===== config.mk =====
export PLATFORM = sky130hd
export DESIGN_NAME = derandomizer_rx
export DESIGN_NICKNAME = d
export VERILOG_FILES = /design/src/rtl/derand_pkg.sv /design/src/rtl/gold_key_gen.sv /design/src/rtl/derandomizer_rx.sv
export SDC_FILE = /design/constraint.sdc
export NUM_CORES = 1
export LEC_CHECK = 0
export BUFFER_PORTS_ARGS = -buffer_cell sky130_fd_sc_hd__buf_2
export CORE_ASPECT_RATIO = 1.4
export CORE_MARGIN = 2
export CORE_UTILIZATION = 30
export DETAILED_ROUTE_END_ITERATION = 16
export GPL_ROUTABILITY_DRIVEN = 0
export PLACE_DENSITY = 0.45
export SYNTH_ARGS = -nofsm -noshare
export SYNTH_HDL_FRONTEND = slang
export SYNTH_SLANG_ARGS = --single-unit

===== constraint.sdc =====
create_clock -name i_clk -period 8.6 [get_ports i_clk]
set_clock_uncertainty 0.05 [all_clocks]
set_input_delay 1.72 -clock i_clk [delete_from_list [all_inputs] [get_ports i_clk]]
set_output_delay 1.72 -clock i_clk [all_outputs]
set_load 0.01 [all_outputs]

===== src/rtl/derand_pkg.sv =====
// Shared definitions for the CCSDS Gold-sequence derandomizer.
//  - state_t  : receiver framing states
//  - X_INIT / Y_INIT : Gold LFSR seeds loaded at every frame start
//  - ASM_SYMS : attached sync marker length in 2-bit symbols
package derand_pkg;

    typedef enum logic [1:0] {
        HUNT  = 2'd0,
        FRAME = 2'd1,
        CHECK = 2'd2,
        FLY   = 2'd3
    } state_t;

    localparam logic [17:0] X_INIT   = 18'h00001;
    localparam logic [17:0] Y_INIT   = 18'h3FFFF;
    localparam int          ASM_SYMS = 16;

endpackage


===== src/rtl/gold_key_gen.sv =====
// Gold-sequence key generator (two 18-bit Fibonacci LFSRs x and y).
// Produces a 2-bit key per symbol; identical on transmit and receive sides.
// Ports:
//  i_clk, i_reset : clock, asynchronous active-high reset (seeds loaded)
//  i_load         : reload x/y with their seeds (takes priority over i_step)
//  i_step         : advance both LFSRs by one symbol
//  o_key[1:0]     : key for the current symbol, combinational from x/y
module gold_key_gen
    import derand_pkg::*;
(
    input  logic       i_clk,
    input  logic       i_reset,
    input  logic       i_load,
    input  logic       i_step,
    output logic [1:0] o_key
);

    logic [17:0] r_x;
    logic [17:0] r_y;

    always_ff @(posedge i_clk or posedge i_reset) begin
        if (i_reset) begin
            r_x <= X_INIT;
            r_y <= Y_INIT;
        end else if (i_load) begin
            r_x <= X_INIT;
            r_y <= Y_INIT;
        end else if (i_step) begin
            r_x <= {r_x[7] ^ r_x[0], r_x[17:1]};
            r_y <= {r_y[10] ^ r_y[7] ^ r_y[5] ^ r_y[0], r_y[17:1]};
        end
    end

    // Upper key bit mixes shifted taps of x with the y "z2" term (y5..y15 without y7).
    logic w_z2;
    assign w_z2  = r_y[5] ^ r_y[6] ^ r_y[8] ^ r_y[9] ^ r_y[10] ^ r_y[11]
                 ^ r_y[12] ^ r_y[13] ^ r_y[14] ^ r_y[15];
    assign o_key = {r_x[4] ^ r_x[6] ^ r_x[15] ^ w_z2, r_x[0] ^ r_y[0]};

endmodule


===== src/rtl/derandomizer_rx.sv =====
// Receive-side CCSDS derandomizer. Hunts the 32-bit ASM in a 2-bit symbol stream,
// restarts the Gold sequence at each frame start and XORs payload symbols with it.
// Optional macro DERAND_FLYWHEEL_EN: one missed ASM is tolerated (FLY state keeps
// derandomizing one frame); without it any ASM miss returns to HUNT.
// Ports:
//  i_clk, i_reset  : clock, asynchronous active-high reset
//  i_sym, i_valid  : input symbol (i_sym[1] earlier on the line) and valid
//  o_ready         : input accept (= output register free or draining)
//  o_sym, o_valid  : derandomized payload symbol and valid
//  i_ready         : downstream accept
//  o_sof           : o_sym is the first payload symbol of a frame
//  o_locked        : framing acquired (FRAME/CHECK/FLY)
module derandomizer_rx
    import derand_pkg::*;
#(
    parameter int          FRAME_SYMS = 4096,
    parameter logic [31:0] ASM_WORD   = 32'h1ACFFC1D
) (
    input  logic       i_clk,
    input  logic       i_reset,
    input  logic [1:0] i_sym,
    input  logic       i_valid,
    output logic       o_ready,
    output logic [1:0] o_sym,
    output logic       o_valid,
    input  logic       i_ready,
    output logic       o_sof,
    output logic       o_locked
);

    // Counter covers both the payload index and the ASM index inside CHECK.
    localparam int CW = $clog2(FRAME_SYMS + ASM_SYMS);

    state_t         r_state, w_state_nxt;
    logic [CW-1:0]  r_cnt, w_cnt_nxt;
    // Only the last 30 bits need keeping: the compare uses them plus the new symbol.
    logic [29:0]    r_sreg, w_sreg_nxt;
    logic [31:0]    w_sreg_sh;
    logic           w_acc, w_load, w_step, w_emit;
    logic           w_last_pay, w_last_chk, w_asm_hit;
    logic [1:0]     w_key;
    logic           r_valid, r_sof;
    logic [1:0]     r_sym;
`ifdef DERAND_FLYWHEEL_EN
    logic           r_miss, w_miss_nxt;
`endif

    assign o_ready    = !r_valid || i_ready;
    assign w_acc      = i_valid && o_ready;
    assign w_sreg_sh  = {r_sreg, i_sym};
    assign w_asm_hit  = (w_sreg_sh == ASM_WORD);
    assign w_last_pay = (r_cnt == CW'(FRAME_SYMS - 1));
    assign w_last_chk = (r_cnt == CW'(ASM_SYMS - 1));

    gold_key_gen u_key (
        .i_clk   (i_clk),
        .i_reset (i_reset),
        .i_load  (w_load),
        .i_step  (w_step),
        .o_key   (w_key)
    );

    always_ff @(posedge i_clk or posedge i_reset) begin
        if (i_reset) begin
            r_state <= HUNT;
            r_cnt   <= '0;
            r_sreg  <= '0;
        end else begin
            r_state <= w_state_nxt;
            r_cnt   <= w_cnt_nxt;
            r_sreg  <= w_sreg_nxt;
        end
    end

`ifdef DERAND_FLYWHEEL_EN
    always_ff @(posedge i_clk or posedge i_reset) begin
        if (i_reset) r_miss <= 1'b0;
        else         r_miss <= w_miss_nxt;
    end
`endif

    always_comb begin
        w_state_nxt = r_state;
        w_cnt_nxt   = r_cnt;
        w_sreg_nxt  = r_sreg;
        w_load      = 1'b0;
        w_step      = 1'b0;
        w_emit      = 1'b0;
`ifdef DERAND_FLYWHEEL_EN
        w_miss_nxt  = r_miss;
`endif
        if (w_acc) begin
            case (r_state)
                HUNT: begin
                    w_sreg_nxt = w_sreg_sh[29:0];
                    if (w_asm_hit) begin
                        w_load      = 1'b1;
                        w_cnt_nxt   = '0;
                        w_state_nxt = FRAME;
                    end
                end
                FRAME, FLY: begin
                    // Payload is never searched for the ASM.
                    w_emit = 1'b1;
                    w_step = 1'b1;
                    if (w_last_pay) begin
                        w_cnt_nxt   = '0;
                        w_state_nxt = CHECK;
                    end else begin
                        w_cnt_nxt = r_cnt + 1'b1;
                    end
                end
                CHECK: begin
                    w_sreg_nxt = w_sreg_sh[29:0];
                    if (w_last_chk) begin
                        w_cnt_nxt = '0;
                        if (w_asm_hit) begin
                            w_load      = 1'b1;
                            w_state_nxt = FRAME;
`ifdef DERAND_FLYWHEEL_EN
                            w_miss_nxt  = 1'b0;
`endif
                        end else begin
`ifdef DERAND_FLYWHEEL_EN
                            if (!r_miss) begin
                                w_load      = 1'b1;
                                w_state_nxt = FLY;
                                w_miss_nxt  = 1'b1;
                            end else begin
                                w_state_nxt = HUNT;
                                w_miss_nxt  = 1'b0;
                            end
`else
                            w_state_nxt = HUNT;
`endif
                        end
                    end else begin
                        w_cnt_nxt = r_cnt + 1'b1;
                    end
                end
                default: w_state_nxt = HUNT;
            endcase
        end
    end

    // Single output register; it only moves when the downstream slot is free.
    always_ff @(posedge i_clk or posedge i_reset) begin
        if (i_reset) begin
            r_valid <= 1'b0;
            r_sof   <= 1'b0;
            r_sym   <= '0;
        end else if (o_ready) begin
            r_valid <= w_emit;
            r_sof   <= w_emit && (r_cnt == '0);
            if (w_emit) r_sym <= i_sym ^ w_key;
        end
    end

    assign o_valid  = r_valid;
    assign o_sof    = r_sof;
    assign o_sym    = r_sym;
    assign o_locked = (r_state != HUNT);

endmodule

Word-level counts from Yosys, hierarchy flattened
Cells that the tools add are included.
{"block": "word_totals", "regBits": 85, "output_inout_bits": 6, "elab_cells": 69}
{"block": "op_classes", "n_addsub": 1, "n_eq_ne": 9, "muxes": 19, "n_bitwise": 18, "reduce_logical": 14}
{"cell": "2-to-1 mux 18 bit", "count": 4}
{"cell": "2-to-1 mux 13 bit", "count": 3}
{"cell": "case mux 13 bit (3 select lines)", "count": 1}
{"cell": "equality test 32 x 29 -> 1 bit (second input constant)", "count": 1}
{"cell": "XOR 1 bit", "count": 17}
{"cell": "adder 13 x 1 -> 13 bit (second input constant)", "count": 1}
{"cell": "equality test 13 x 12 -> 1 bit (second input constant)", "count": 1}
{"cell": "equality test 13 x 4 -> 1 bit (second input constant)", "count": 1}
{"cell": "logical NOT 13 bit", "count": 1}
{"cell": "2-to-1 mux 1 bit", "count": 6}
{"cell": "2-to-1 mux 2 bit", "count": 3}
{"cell": "!= test 2 bit (second input constant)", "count": 3}
{"cell": "case mux 2 bit (3 select lines)", "count": 1}
{"cell": "AND reduction 2 bit", "count": 3}
{"cell": "equality test 2 bit (second input constant)", "count": 2}
{"cell": "AND reduction 4 bit", "count": 1}
{"cell": "nonzero test 2 bit", "count": 2}
{"cell": "OR reduction 2 bit", "count": 2}
{"cell": "equality test 2 x 1 -> 1 bit (second input constant)", "count": 1}
{"cell": "logical AND 1 bit", "count": 2}
{"cell": "logical NOT 2 bit", "count": 1}
{"cell": "case mux 1 bit (2 select lines)", "count": 1}
{"cell": "XOR 2 bit", "count": 1}
{"cell": "logical NOT 1 bit", "count": 1}
{"cell": "logical OR 1 bit", "count": 1}

Logic depth before layout (Yosys ltp)
Gate-level depths: netlist (run 1).
{"block": "depth", "depth_word": 11, "mapped_depth": 7, "mapped_depth_nobuf": 6}

By module
A second synthesis (run 1) with hierarchy kept.
{"block": "hier_totals", "hier_cells": 327, "hier_area_um2": 3990.1}
{"mod": "derandomizer_rx", "n_inst": 1, "cells_each": 195, "area_each_um2": 2338.5}
{"mod": "gold_key_gen", "n_inst": 1, "cells_each": 132, "area_each_um2": 1651.6}

Worst setup path after synthesis (run 1)
Ideal clock, no wire load.
{"block": "synth_path", "path_kind": "input -> output", "from": "in i_ready", "to": "out o_ready", "arrival_ns": 1.935, "required_ns": 6.830, "slack_ns": 4.895, "stages": 1, "path_cell_list": "nand2b_1"}
{"block": "synth_between", "elab_chain_len": 1}
{"element": "from (decl)", "line_no": "derandomizer_rx.sv:26", "source": "input logic i_ready,"}
{"element": "logical OR 1 bit", "line_no": "derandomizer_rx.sv:48", "source": "assign o_ready = !r_valid || i_ready;"}
{"element": "to (decl)", "line_no": "derandomizer_rx.sv:23", "source": "output logic o_ready,"}
No other way between the ends.

Worst setup path after layout (run 1)
Ends and elaborated chain as after synthesis.

==> reports/metrics.yaml, run 1 <==
finalInstanceArea_um2: 4380
hpwl_mm: 4.94
wl_per_cell_um: 13.9
synth_edf_count: 0
synthMuxAreaShare_pct: 8.96
path_clk_slew_ps: 60
cts_resized: 0
cts_buffers: 9
placed_cell_area_um2: 4090
grt_setup_unrepaired: "false"
busiest_layer: "met2"
cp_data_arrival_time_ps: 2220
grt_pass1_wl_mm: 13.6
whs_ps: 426
crit_family: "buffers and inverters"
die_height_um: 139
grt_use_total_pct: 12.1
diodes: 0
synthAdderAreaFrac_pct: 0.640
hp-class: "reg2reg"
cp-startpoint: "i_ready"
status: "finished, final reports clean"
critical_path_class: "in2out"
cpMostUsedCell: "buf_2"
peakVddDrop_mv: 0.107
tightest_slew_ps: 828
start_kind: "input pin"
cellPowerDensity_nw_per_um2: 208
reg2reg_setup_slack_ps: 5950
area_delta_synth_final_pct: 12.0
postRouteAntennaNets: 0
wirelength_mm: 7.79
remaining_drc_errors: 0
vias_per_cell: 4.82
leakage_uw: 0.00223
ctsHoldBuffers: 0
ys_seq_elements: 85
async_reset_ff_share_pct: 100
cts_buffer_depth: 2
initial_core_util_pct: 30.5
relSlewSlack_pct: 43.2
cp_slowest_cell: "nand2b_1"
cp_slowest_stage_delay_ps: 220
place_ws_ps: 4610
synthesis.nets: 404
grtUsageMet2_pct: 19.9
drv_cap: 0
cts-root-buf: "clkbuf_16"
cts_setup_buffers: 0
synth_cells: 396
worst_slack_ps: 4610
overflow: 0
cp-end-kind: "output port"
first_global_vias: 2776
synth-compound-area-share_pct: 7.01
total_power_uw: 909
critical_path_required_ps: 6830
ioPinCount: 12
crit_buf_inv: 2
setup_viol: 0
vias: 2697
worstSetupEndpoint: "o_ready"
synth_xor_xnor_area_share_pct: 4.03
grt_start_max_net_pins: 52
synth_cell_types: 40
synth_flop_cell: "dfrtp_1"
grt_use_met1_pct: 15.5
period_minus_slack_ps: 3990
first_iter_violations: 158
cts_tree: "built"
reg2reg_from: "r_cnt[8]"
portBuffers: 11
use_met3_pct: 2.57
synth_top_family_by_area: "simple AND/OR/NAND/NOR gates"
seq_area_frac_synth_pct: 55.0
die_w_um: 100
final_nets: 410
cts.sinks: 85
max_freq_mhz: 251
drive_gt1_share_pct: 12.8
rows: 49
hold_viol_final: 0
firstDrtPassIters: 4
synth-simple-area-share_pct: 20.8
ff2ff_path_depth: 4
crit_cells: 3
ctsHtreeMaxLevel: 3
syn_area_um2: 3910
insertion_delay_ps: 340
crit_chain: "buf_2 -> nand2b_1 -> buf_2"
dieArea_um2: 14000
reg2reg_to: "u_key.r_y[17]"
finalMaxSlewViolations: 0
setup-tns-final_ps: 0
core-area_um2: 12800
finalCritPeriodShare_pct: 46.4
crit_fanout: 6
synth_warnings: 0
antenna_found_initial: 0
synth.avg_cell_area_um2: 9.87
-- flip-flops by register name (all words and copies together) (netlist names) --
register   count
o_sof          1
o_sym          2
o_valid        1
r_cnt         13
r_sreg        30
r_state        2
u_key.r_x     18
u_key.r_y     18
-- worst reg2reg max path, stage by stage (launching register included) --
cell	delay, ps
dfrtp_1	460
or4_4	570
o41ai_4	530
nand3_1	680
o211ai_1	290
-- routing by layer --
metal  vias to the layer above  wire [µm]
li1                       1340          -
met1                      1320       3600
met2                        26       3900
met3                        11        152
met4                         0        143
met5                         -          0
-- cell families (layout without fill, tap and decap cells) --
| kind of cell | Yosys count | count (layout) |
|---|---|---|
| multiplexers | 35 | 35 |
| AND/OR/NAND/NOR | 188 | 188 |
| AO/OA/AOI/OAI | 39 | 39 |
| XOR/XNOR | 18 | 18 |
| buffers and inverters | 29 | 40 |
| flip-flops | 85 | 85 |
| adder cells (fa/ha/maj) | 2 | 2 |
-- Yosys cell counts, types with 2 or more instances --
master    count  area (µm²)
nor2b_1       2        12.5
buf_1         2        7.51
nor4bb_1      3        30.0
ha_1          2        25.0
dfstp_2      19         499
nor3_1        3        15.0
inv_1         9        33.8
buf_6         3        33.8
a41oi_1       5        43.8
a31oi_1       9        56.3
a21oi_1       8        40.0
nand2b_1      4        25.0
mux2i_1      35         350
o21ai_0       9        45.0
nand2_1     124         465
clkbuf_1     13        48.8
dfrtp_1      66        1650
nor4b_1       3        26.3
xnor2_1      17         149
nor2_1       25        93.8
nand4_1       5        31.3
nor4_1        3        18.8
nand3_1      10        50.1
-- cells in the final DEF, fill, tap and decap left out, types with 2 or more instances in the layout --
master	instances
buf_2	11
a31oi_1	9
a21oi_1	8
xnor2_1	17
dfrtp_1	66
nor2_1	24
buf_4	4
dfstp_2	19
clkbuf_16	9
nand2b_1	4
inv_1	8
nor3_1	3
nor4_1	3
nor4b_1	3
a41oi_1	5
nor2b_1	2
nand3_1	9
nor4bb_1	3
clkbuf_1	5
nand2_1	124
nand4_1	5
ha_1	2
o21ai_0	9
mux2i_1	35
-- how the worst min path moves through the flow --
stage | startpoint | endpoint | cells after the start
global placement | o_sym[1] | o_sym[1] | 2
detailed placement | o_sym[1] | o_sym[1] | 2
global route | o_sym[1] | o_sym[1] | 2
CTS | o_sym[1] | o_sym[1] | 2
finish | o_sym[1] | o_sym[1] | 2
floorplan | r_sreg[28] | r_sreg[28] | 2
-- cell type report --
cell class,count,area [µm²]
multi-input cells,282,1630
inverters,9,35.0
clock buffers,15,258
well taps,153,191
fillers,1323,8430
clock inverters,1,30.0
flip-flops and latches,85,2150
repair buffers,15,85.1
-- metrics by stage --
step           utilization (%)  std cells
6_report                  34.2        560
5_1_grt                   34.2        560
4_1_cts                   34.2        560
3_5_place_dp              31.9        544
3_3_place_gp              31.9        544
2_1_floorplan                -        396
-- where the power goes --
part           internal, µW  switching [µW]
Clock                   234             149
Combinational          31.4            52.2
Sequential              417            25.1
Total                   683             226
(Power assumes the default switching activity.)
==> inputs of run 2 (changes only) <==
Settings changed: ABC_AREA set to 1, PLACE_DENSITY 0.45 to 0.47.
Clock period 8.6 ns to 3.4 ns, I/O delays scaled along.
==> reports/metrics.yaml, run 2 <==
max_freq_mhz: 432
crit_fanout: 15
wl_per_cell_um: 12.5
whs_ps: 426
ys_seq_elements: 85
die_w_um: 106
postRouteAntennaNets: 0
critical_path_required_ps: 2670
grt_pass1_wl_mm: 16.2
vias_per_cell: 4.51
cellPowerDensity_nw_per_um2: 482
cts_buffers: 9
drive_gt1_share_pct: 16.1
remaining_drc_errors: 0
synthesis.nets: 542
finalMaxSlewViolations: 0
ctsHoldBuffers: 0
setup_viol: 0
area_delta_synth_final_pct: 12.4
max_flop_register: "r_sreg"
tightest_slew_ps: 979
synthTopCellsByCount: "nand2_1 (212), dfrtp_1 (66), inv_1 (41), nand3_1 (40), o21ai_0 (31)"
grt_use_total_pct: 13.0
syn_area_um2: 4360
grt_setup_unrepaired: "false"
cts_resized: 0
cts.sinks: 85
leakage_uw: 0.00238
drv_cap: 0
status: "finished, final reports clean"
insertion_delay_ps: 330
dieArea_um2: 15500
hpwl_mm: 6.28
reg_top3: "r_sreg x30, u_key.r_x x18, u_key.r_y x18"
core-area_um2: 14300
hold_viol_final: 0
synth_most_common_cell: "nand2_1"
peakVddDrop_mv: 0.286
instances_no_fill: 734
overflow: 0
antenna_found_initial: 0
final_util_pct: 34.2
final_nets: 548
ioPinCount: 12
synth_edf_count: 0
synth_flop_cell: "dfrtp_1"
largest_reg_flops: 30
cts_setup_buffers: 0
start_kind: "flop"
grt_start_max_net_pins: 58
period_minus_slack_ps: 2310
diodes: 0
wirelength_mm: 9.15
cts_buffer_depth: 2
cts-root-buf: "clkbuf_16"
initial_core_util_pct: 30.5
worstHoldStart: "u_key.r_x[17]"
cts_tree: "built"
synthTopCellsByArea: "dfrtp_1 (38%), nand2_1 (18%), dfstp_2 (11%)"
cp-end-kind: "output port"
seq_area_frac_synth_pct: 49.3
first_iter_violations: 133
synth_cell_types: 36
finalCritPeriodShare_pct: 68.0
ctsHtreeMaxLevel: 3
path_clk_slew_ps: 70
rows: 52
synth_top_area_cell: "dfrtp_1"
vias: 3311
first_global_vias: 3333
layout_commonest_cell: "nand2_1"
post-place-cells: 718
portBuffers: 11
synth_warnings: 0
hp-class: "reg2reg"
synth_cells: 534
setup-tns-final_ps: 0
layout_common_cells: "nand2_1 (212), dfrtp_1 (66), inv_1 (40), nand3_1 (40), o21ai_0 (31)"
synth_top_cell_area_share_pct: 37.9
critical_path_class: "reg2out"
cp-startpoint: "r_state[0]"
async_reset_ff_share_pct: 100
relSlewSlack_pct: 34.7
reg2reg_from: "r_cnt[0]"
cp_data_arrival_time_ps: 1580
synth.avg_cell_area_um2: 8.17
die_height_um: 147
firstDrtPassIters: 4
[run 2: cell count changes after synthesis, sizes merged, moves of 4 or more]
cell and delta:
inv +36, xnor2 -10, clkbuf -8, buf +8, nand3 +41, nand2b -4
o21ai +31, a41oi -5, nand2 +94, nor3 +5, xor2 +8, mux2i -29
a31oi -9
[run 2: critical path, cell delays in order, from the launching register on]
cell and delay (ps):
dfrtp_1 600, nor2_1 390, inv_1 100, buf_2 160
[run 2: per-stage QoR]
step / setup slack, ps / total power, µW / instance area (µm²)
2_1_floorplan: 508 / 1270 / 4360
3_3_place_gp: 955 / 1320 / 4580
3_5_place_dp: 886 / 1320 / 4580
4_1_cts: 1050 / 2400 / 4900
5_1_grt: 909 / 2480 / 4900
6_report: 1090 / 2360 / 4900
[run 2: final cells by class]
class	instances	area, µm²
Multi-Input combinational cell	384	1930
Inverter	45	170
Sequential cell	85	2150
Clock buffer	9	225
Clock inverter	7	97.6
Fill cell	1524	9410
Tap cell	189	236
Timing Repair Buffer	15	85.1
[run 2: power breakdown]
part | internal (µW) | total, µW | leakage, µW | switching, µW
clock | 648 | 1060 | 0.000154 | 413
combinational | 56.3 | 162 | 0.00116 | 105
sequential | 1090 | 1140 | 0.00107 | 52.4
total | 1790 | 2360 | 0.00238 | 570
[run 2: routing by layer]
metal  share of wire [%]  global-route usage, %
met1                  45                   16.1
met2                  51                   22.2
met3                 2.0                   2.68
met4                 1.8                   5.13
met5                   0                      0
[run 2: kinds of logic after synthesis]
family | after synthesis | synth area share [%]
AO/OA/AOI/OAI | 47 | 5.85
XOR/XNOR | 16 | 3.21
adder cells (fa/ha/maj) | 2 | 0.574
buffers and inverters | 65 | 6.31
flip-flops | 85 | 49.3
multiplexers | 6 | 1.38
AND/OR/NAND/NOR | 313 | 33.3
[run 2: worst paths after layout]
path,to,slack [ps],depth (start not counted)
worst max-delay path,o_locked,1090,3
worst min-delay path,u_key.r_x[16],430,2
worst max register to register,u_key.r_x[12],1170,8
worst min register to register,u_key.r_x[16],430,2
max in group asynchronous,r_cnt[11],2040,3
min in group asynchronous,r_sreg[19],500,2
